## config.mk

```make
export PLATFORM = sky130hd
export DESIGN_NAME = pair_stim_gen
export DESIGN_NICKNAME = d
export VERILOG_FILES = /design/src/rtl/pair_stim_pkg.sv /design/src/rtl/pair_stim_lfsr.sv /design/src/rtl/pair_stim_gen.sv
export SDC_FILE = /design/constraint.sdc
export NUM_CORES = 1
export LEC_CHECK = 0
export ABC_AREA = 1
export CORE_ASPECT_RATIO = 0.75
export CORE_MARGIN = 3
export CORE_UTILIZATION = 50
export DETAILED_ROUTE_END_ITERATION = 7
export DONT_BUFFER_PORTS = 1
export GPL_ROUTABILITY_DRIVEN = 0
export PLACE_DENSITY_LB_ADDON = 0.1
export SYNTH_ARGS = -nofsm -noshare
export SYNTH_HDL_FRONTEND = slang
export SYNTH_SLANG_ARGS = --single-unit
```

## constraint.sdc

```tcl
create_clock -name pair_stim_clk_ip -period 2.4 [get_ports pair_stim_clk_ip]
set_input_delay 0.36 -clock pair_stim_clk_ip [delete_from_list [all_inputs] [get_ports pair_stim_clk_ip]]
set_output_delay 0.36 -clock pair_stim_clk_ip [all_outputs]
set_load 0.005 [all_outputs]
```

## src/rtl/pair_stim_pkg.sv

```systemverilog
// Shared types and constants for the pair stimulus generator.
// Holds the FSM state enum, the Galois LFSR tap mask, the LFSR reset value,
// the default seed and the single-step LFSR helper.
package pair_stim_pkg;

  typedef enum logic [1:0] {
    ST_IDLE = 2'd0,
    ST_RUN  = 2'd1,
    ST_DONE = 2'd2
  } state_e;

  localparam logic [31:0] PAIR_STIM_LFSR_TAPS = 32'h8020_0003;
  localparam logic [31:0] PAIR_STIM_LFSR_RST  = 32'h0000_0001;
  localparam logic [31:0] PAIR_STIM_SEED_DFLT = 32'h0000_0001;

  // One step of the 32-bit right-shift Galois LFSR.
  function automatic logic [31:0] lfsr_step(input logic [31:0] s);
    return (s >> 1) ^ (s[0] ? PAIR_STIM_LFSR_TAPS : 32'h0);
  endfunction

endpackage

```

## src/rtl/pair_stim_lfsr.sv

```systemverilog
// 32-bit Galois LFSR with load and advance enables, plus replication of the
// next state onto a WIDTH-bit data vector (bit i = lfsr[i % 32]).
// Ports:
//   clk, rst_n      : clock, async active-low reset (state resets to 32'h1)
//   load, load_val  : load load_val on the next edge (has priority)
//   adv             : advance one step on the next edge
//   data_nxt_c      : replicated value the register takes on the next edge
module pair_stim_lfsr
  import pair_stim_pkg::*;
#(
  parameter int unsigned WIDTH = 8
) (
  input  logic             clk,
  input  logic             rst_n,
  input  logic             load,
  input  logic [31:0]      load_val,
  input  logic             adv,
  output logic [WIDTH-1:0] data_nxt_c
);

  logic [31:0] lfsr_q;
  logic [31:0] lfsr_nxt;

  // Next-state select: load beats advance, otherwise hold.
  always_comb begin
    lfsr_nxt = lfsr_q;
    if (load) begin
      lfsr_nxt = load_val;
    end else if (adv) begin
      lfsr_nxt = lfsr_step(lfsr_q);
    end
  end

  always_ff @(posedge clk or negedge rst_n) begin
    if (!rst_n) begin
      lfsr_q <= PAIR_STIM_LFSR_RST;
    end else begin
      lfsr_q <= lfsr_nxt;
    end
  end

  // Widths above 32 wrap around and repeat the low LFSR bits.
  for (genvar g = 0; g < int'(WIDTH); g++) begin : g_rep
    assign data_nxt_c[g] = lfsr_nxt[g % 32];
  end

endmodule

```

## src/rtl/pair_stim_gen.sv

```systemverilog
// Pair stimulus generator: after a start pulse, streams a programmed number
// of identical pseudo-random vector pairs on sig0/sig1 under valid/ready,
// then pulses done for one cycle.
// Optional feature macro: PAIR_STIM_INJECT_EN adds pair_stim_inject_ip and
// inverts sig1[0] on the vector whose index equals the latched inject value.
// Ports:
//   pair_stim_clk_ip, pair_stim_rst_n_ip : clock, async active-low reset
//   pair_stim_start_ip/count_ip/seed_ip  : run request and its parameters
//   pair_stim_ready_ip                   : consumer accepts current vector
//   pair_stim_valid_op, sig0_op, sig1_op : vector pair output
//   pair_stim_busy_op, done_op, sent_op  : run status
//   pair_stim_inject_ip                  : corrupted vector index (optional)
module pair_stim_gen
  import pair_stim_pkg::*;
#(
  parameter int unsigned WIDTH     = 8,
  parameter int unsigned CNT_W     = 16,
  parameter logic [31:0] SEED_DFLT = PAIR_STIM_SEED_DFLT
) (
  input  logic             pair_stim_clk_ip,
  input  logic             pair_stim_rst_n_ip,
  input  logic             pair_stim_start_ip,
  input  logic [CNT_W-1:0] pair_stim_count_ip,
  input  logic [31:0]      pair_stim_seed_ip,
  input  logic             pair_stim_ready_ip,
  output logic             pair_stim_valid_op,
  output logic [WIDTH-1:0] pair_stim_sig0_op,
  output logic [WIDTH-1:0] pair_stim_sig1_op,
  output logic             pair_stim_busy_op,
  output logic             pair_stim_done_op,
  output logic [CNT_W-1:0] pair_stim_sent_op
`ifdef PAIR_STIM_INJECT_EN
  ,
  input  logic [CNT_W-1:0] pair_stim_inject_ip
`endif
);

  state_e           state_q, state_nxt;
  logic [CNT_W-1:0] cnt_q, cnt_nxt;
  logic [CNT_W-1:0] sent_q, sent_nxt;
  logic             valid_q, busy_q, done_q;
  logic [WIDTH-1:0] sig0_q, sig1_q;
  logic             load_c, adv_c, hs_c;
  logic [31:0]      seed_eff_c;
  logic [WIDTH-1:0] data_nxt_c;
  logic             flip_c;
`ifdef PAIR_STIM_INJECT_EN
  logic [CNT_W-1:0] inj_q, inj_nxt;
`endif

  assign hs_c       = valid_q && pair_stim_ready_ip;
  assign seed_eff_c = (pair_stim_seed_ip == 32'h0) ? SEED_DFLT : pair_stim_seed_ip;

  pair_stim_lfsr #(.WIDTH(WIDTH)) u_lfsr (
    .clk        (pair_stim_clk_ip),
    .rst_n      (pair_stim_rst_n_ip),
    .load       (load_c),
    .load_val   (seed_eff_c),
    .adv        (adv_c),
    .data_nxt_c (data_nxt_c)
  );

  // Next-state, counters and LFSR control.
  always_comb begin
    state_nxt = state_q;
    cnt_nxt   = cnt_q;
    sent_nxt  = sent_q;
    load_c    = 1'b0;
    adv_c     = 1'b0;
`ifdef PAIR_STIM_INJECT_EN
    inj_nxt   = inj_q;
`endif
    case (state_q)
      ST_IDLE: begin
        if (pair_stim_start_ip) begin
          load_c   = 1'b1;
          sent_nxt = '0;
          cnt_nxt  = pair_stim_count_ip;
`ifdef PAIR_STIM_INJECT_EN
          inj_nxt  = pair_stim_inject_ip;
`endif
          state_nxt = (pair_stim_count_ip != '0) ? ST_RUN : ST_DONE;
        end
      end
      ST_RUN: begin
        if (hs_c) begin
          adv_c    = 1'b1;
          sent_nxt = sent_q + CNT_W'(1);
          if (sent_nxt == cnt_q) begin
            state_nxt = ST_DONE;
          end
        end
      end
      ST_DONE: state_nxt = ST_IDLE;
      default: state_nxt = ST_IDLE;
    endcase
  end

  // The vector about to be shown has index sent_nxt; flag it for corruption.
`ifdef PAIR_STIM_INJECT_EN
  assign flip_c = (sent_nxt == inj_nxt);
`else
  assign flip_c = 1'b0;
`endif

  always_ff @(posedge pair_stim_clk_ip or negedge pair_stim_rst_n_ip) begin
    if (!pair_stim_rst_n_ip) begin
      state_q <= ST_IDLE;
      cnt_q   <= '0;
      sent_q  <= '0;
      valid_q <= 1'b0;
      busy_q  <= 1'b0;
      done_q  <= 1'b0;
      sig0_q  <= '0;
      sig1_q  <= '0;
`ifdef PAIR_STIM_INJECT_EN
      inj_q   <= '0;
`endif
    end else begin
      state_q <= state_nxt;
      cnt_q   <= cnt_nxt;
      sent_q  <= sent_nxt;
      valid_q <= (state_nxt == ST_RUN);
      busy_q  <= (state_nxt == ST_RUN);
      done_q  <= (state_nxt == ST_DONE);
      sig0_q  <= (state_nxt == ST_RUN) ? data_nxt_c : '0;
      sig1_q  <= (state_nxt == ST_RUN) ? (data_nxt_c ^ WIDTH'(flip_c)) : '0;
`ifdef PAIR_STIM_INJECT_EN
      inj_q   <= inj_nxt;
`endif
    end
  end

  assign pair_stim_valid_op = valid_q;
  assign pair_stim_busy_op  = busy_q;
  assign pair_stim_done_op  = done_q;
  assign pair_stim_sig0_op  = sig0_q;
  assign pair_stim_sig1_op  = sig1_q;
  assign pair_stim_sent_op  = sent_q;

endmodule

```

# == Word-level counts from Yosys, hierarchy flattened ==
# Cells that the tools add are included.
# word_totals
ff_bits,76
input_bits,52
output_inout_bits,35
elab_cells,41
# op_classes
addsub,1
n_eq_ne,6
muxes,17
bitwise_logic,1
n_reduce_logical,8
# op_table
op,n
2-to-1 mux 32 bit,4
zero test 32 bit,1
2-to-1 mux 16 bit,2
case mux 16 bit (2 select lines),1
bitwise XOR 31 x 32 -> 32 bit,1
adder 16 x 1 -> 16 bit (second input constant),1
equality test 16 bit,1
nonzero test 16 bit,1
2-to-1 mux 2 bit,4
2-to-1 mux 8 bit,1
equality test 2 x 1 -> 1 bit (second input constant),2
2-to-1 mux 1 bit,4
inequality test 2 bit (second input constant),2
case mux 2 bit (2 select lines),1
nonzero test 2 bit,2
AND reduction 3 bit,1
equality test 2 bit (second input constant),1
zero test 2 bit,1
AND reduction 2 bit,1
logical AND 1 bit,1

# == Longest topological paths before layout ==
# logic_depth
ltp_word,7
depth_mapped,14
ltp_nobuf,14

# == Cells and area by module ==
# From an unflattened synthesis, not the netlist that was laid out.
# hier_totals
hier_cells,562
hier_area_um2,4191.5
# by_module_without_submodules
module,n_inst,cells_each,area_each_um2
pair_stim_gen,1,369,2648.8
pair_stim_lfsr,1,193,1542.7

# == Least setup slack after synthesis ==
# No wires, ideal clock.
# synth_timing
path_kind,register -> register
from,"register sent_q[0], in the netlist pair_stim_sent_op[0]"
to,"register sig1_q[3], in the netlist pair_stim_sig1_op[3]"
setup_time_ns,0.136
arrival_ns,1.727
slack_ns,0.537
stages_incl_launch_ff,13
path_buffers,0
synth_period_minus_slack_ns,1.863
cell_sequence,dfrtp_1 > ha_1 > or2_2 > nand3b_1 > nand2_1 > inv_1 > nand2_1 > nor2_1 > nand3_1 > nor2_2 > nand3_2 > nand2_4 > a21oi_1
# synth_via
elab_chain_len,7
# synth_lines
element,line_no,rtl
from (decl),pair_stim_gen.sv:40,"logic [CNT_W-1:0] sent_q, sent_nxt;"
from (signal assigned),pair_stim_gen.sv:122,sent_q <= sent_nxt;
adder 16 x 1 -> 16 bit,pair_stim_gen.sv:88,sent_nxt = sent_q + CNT_W'(1);
equality test 16 bit,pair_stim_gen.sv:89,if (sent_nxt == cnt_q) begin
2-to-1 mux 2 bit,pair_stim_gen.sv:89,
2-to-1 mux 2 bit,pair_stim_gen.sv:86,if (hs_c) begin
case mux 2 bit (2 select lines),pair_stim_gen.sv:73,case (state_q)
equality test 2 x 1 -> 1 bit,pair_stim_gen.sv:127,sig1_q <= (state_nxt == ST_RUN) ? (data_nxt_c ^ WIDTH'(flip_c)) : '0;
2-to-1 mux 8 bit,pair_stim_gen.sv:127,
to (signal assigned),pair_stim_gen.sv:127,
to (decl),pair_stim_gen.sv:42,"logic [WIDTH-1:0] sig0_q, sig1_q;"
# No other way between the ends.
# A chain may end at the register's enable or synchronous reset.

# == Final worst setup path ==
# layout_timing
from,"register sent_q[1], in the netlist pair_stim_sent_op[1]"
to,"register sig1_q[2], in the netlist pair_stim_sig1_op[2]"
# Same word-level chain as after synthesis.

==> results.py <==
metrics = {
    "grt": {
        "antenna_found_initial": 0,
        "grt_pass1_wl_um": 15800,
        "grt_max_degree": 77,
        "grt_usage_pct": 22.1,
        "gr-total-overflow": 0,
        "first_global_vias": 3130,
    },
    "logic_synthesis": {
        "synth_top_area_share_pct": 46.5,
        "ys_top_cells_by_area": "dfrtp_1 47%, nand2_1 10%, inv_1 7.4%, nand3_1 4.3%, nor2_1 4.1%",
        "synth-compound-area-share_pct": 11.9,
        "seq_area_frac_synth_pct": 47.2,
        "synth_top_family_by_area": "simple AND/OR/NAND/NOR gates",
        "synth_largest_area_cell": "dfrtp_1",
        "synth-edff-count": 0,
        "synth_fp_nets": 559,
        "yosys.area_share.simple_pct": 27.1,
        "muxShareOfSynthArea_pct": 0,
        "avgSynthCellArea_sq_um": 7.97,
        "syn_area_sq_um": 4030,
        "synthAdderAreaFrac_pct": 0.310,
        "synth_seq_cells": 76,
        "yosys_warnings": 0,
        "yosysUniqueCellTypes": 33,
        "syn-instance-count": 506,
        "async_reset_ff_share_pct": 100,
        "synth-xor-area-share_pct": 2.48,
        "synth_top_flop_cell": "dfrtp_1",
    },
    "floorplan": {
        "io_pins": 87,
        "die_w_um": 110,
        "coreArea_sq_um": 7570,
        "rows": 27,
        "dieHeight_um": 83.8,
        "initial_core_util_pct": 53.3,
        "die_area_sq_um": 9190,
    },
    "critical_path": {
        "start_kind": "flip-flop",
        "end_kind": "flip-flop",
        "path_class": "reg2reg",
        "cp.arrival_ns": 2.37,
        "path_cells": "ha_1 > nand2_2 > nor2_4 > nand2_1 > nand2_1 > nand2_1 > nand2_1 > nand2_1 > nor2_1 > nand3_1 > nor2_1 > nand3_2 > nand2_4 > a21oi_1",
        "critPathMaxFanout": 10,
        "required_ns": 2.63,
        "slowest_delay_ns": 0.44,
        "cpMaxStageDelayCell": "dfrtp_1",
        "critPathBufInv": 0,
        "cp_common_cell": "nand2_1",
        "crit_family": "simple AND/OR/NAND/NOR gates",
    },
    "drt": {
        "finalWirelength_um": 9670,
        "wl_per_cell_um": 16.0,
        "viasPerCell": 5.58,
        "drc": 3,
        "drtIter0Drc": 257,
        "postRouteAntennaNets": 0,
        "firstDrtPassIters": 8,
        "vias": 3373,
    },
    "flow_run": {
        "maxCapViolCount": 0,
    },
    "cts": {
        "cts.sinks": 76,
        "cts_tree": "yes",
        "clk_pin_slew_ns": 0.07,
        "cts_max_level": 3,
        "cts_buffers": 9,
        "clk_path_buf_depth": 2,
        "root_buffer": "clkbuf_8",
        "insertion_delay_ns": 0.35,
        "cts_setup_buffers": 0,
    },
    "final_layout": {
        "num_antenna_cells": 0,
        "layout-drive-gt1-share_pct": 8.93,
        "final_cell_mix": "112 x nand2_1, 79 x inv_1, 75 x dfrtp_1",
        "syn2layout_area_growth_pct": 7.23,
        "fin_util_pct": 57.1,
        "fin_area_sq_um": 4320,
        "final_nets": 552,
        "fillers": 750,
        "final_common_cell": "nand2_1",
    },
    "timing": {
        "drv_slew": 0,
        "max_freq_mhz": 468,
        "max_slew_margin_pct": 57.9,
        "tightest_slew_ns": 0.631,
        "finalCritPeriodShare_pct": 89.0,
        "finalSetupViolations": 0,
        "period_needed_ns": 2.14,
        "hold_viol_final": 0,
        "clock_skew_ns": 0.00902,
        "rsz0062_at_grt": "no",
        "fin_tns_setup_ns": 0,
    },
    "placement": {
        "dpl_cell_area_sq_um": 4060,
        "dp_hpwl_um": 7020,
        "port_buffers": 0,
    },
    "power_and_ir_drop": {
        "power.density_nw_per_um2": 1300,
        "peakVddDrop_mv": 0.542,
        "p_leak_uw": 0.00203,
        "power_uw": 5610,
    },
    "status": {
        "failed_checks": "design-rule violations",
        "outcome": "complete, but fails checks",
    },
    "hold_path": {
        "hp-class": "in2reg",
    },
}
[cell usage after synthesis (2+ instances only)]
cell	count
nand2_1	112
inv_1	79
dfrtp_1	75
nor2_1	44
nand3_1	35
o21ai_0	29
nand4_1	16
o22ai_1	14
o221ai_1	13
clkbuf_1	12
a21oi_1	9
buf_4	9
nor4_1	9
a221oi_1	7
nor2_4	5
xor2_1	5
buf_1	3
inv_2	3
nand2_2	3
nand3b_1	3
nor2_2	3
or2_2	3
nand2_4	2
nand3_2	2
o21ai_1	2
xnor2_1	2
[layout make-up]
class	instances	area, sq um	area share [%]
clock buffers	11	141	3.27
clock inverters	5	83.8	1.94
flip-flops and latches	76	1900	44.0
inverters	82	308	7.12
repair buffers	7	75.1	1.74
well taps	101	126	2.92
multi-input cells	323	1690	39.0
[sequential cells by signal (all words and copies together), names as in the netlist]
name               cells
pair_stim_busy_op      1
pair_stim_sig1_op      8
u_lfsr.lfsr_q         32
pair_stim_done_op      1
state_q                2
pair_stim_sent_op     16
cnt_q                 16
[path summary, 6_finish.rpt]
| check | start | end | slack (ns) | cells after the start |
|---|---|---|---|---|
| min in group asynchronous | pair_stim_rst_n_ip | pair_stim_sent_op[11] | 0.54 | 2 |
| setup reg to reg | pair_stim_sent_op[1] | pair_stim_sig1_op[2] | 0.26 | 14 |
| setup / recovery | pair_stim_sent_op[1] | pair_stim_sig1_op[2] | 0.26 | 14 |
| max in group asynchronous | pair_stim_rst_n_ip | u_lfsr.lfsr_q[0] | 1.52 | 2 |
| hold reg to reg | u_lfsr.lfsr_q[8] | u_lfsr.lfsr_q[8] | 0.51 | 2 |
| hold / removal | pair_stim_seed_ip[12] | u_lfsr.lfsr_q[12] | 0.14 | 2 |
[per-stage QoR]
stage          std cells  worst slack (ns)  hold slack [ns]
6_report             605             0.263            0.135
5_1_grt              605            0.0341            0.124
4_1_cts              605             0.286            0.120
3_5_place_dp         587             0.295           0.0673
3_3_place_gp         587             0.321           0.0667
2_1_floorplan        506             0.537           0.0644
[where the power goes]
group | internal (uW) | switching [uW]
combinational | 790 | 1360
clock | 618 | 480
sequential | 1850 | 517
[what timing repair did]
item / CTS / global route
endpoints found under the hold margin: 76 / 0
hold buffers: 2 / 0
resized for setup: 0 / 0
[worst reg2reg max path: stages, from the launching register on]
cell and delay (ns):
dfrtp_1 0.44, ha_1 0.25, nand2_2 0.10, nor2_4 0.21, nand2_1 0.08, nand2_1 0.08
nand2_1 0.07, nand2_1 0.09, nand2_1 0.05, nor2_1 0.08, nand3_1 0.10, nor2_1 0.15
nand3_2 0.11, nand2_4 0.12, a21oi_1 0.08
[cells by family (layout without fill, tap and decap cells)]
group	Yosys count	after routing
buf+inv	107	105
xor+xnor	9	9
compound gates	76	76
flops	76	76
simple gates	237	237
fa+ha+maj	1	1
[routing by layer]
| layer | part of all wire, % | up-vias | track usage (%) |
|---|---|---|---|
| met3 | 8.7 | 16 | 6.88 |
| met5 | 0 | - | 0 |
| met1 | 49 | 1592 | 34.1 |
| li1 | - | 1637 | - |
| met2 | 41 | 128 | 29.1 |
| met4 | 1.6 | 0 | 6.68 |
No activity file was read; power rests on OpenSTA's default activity.
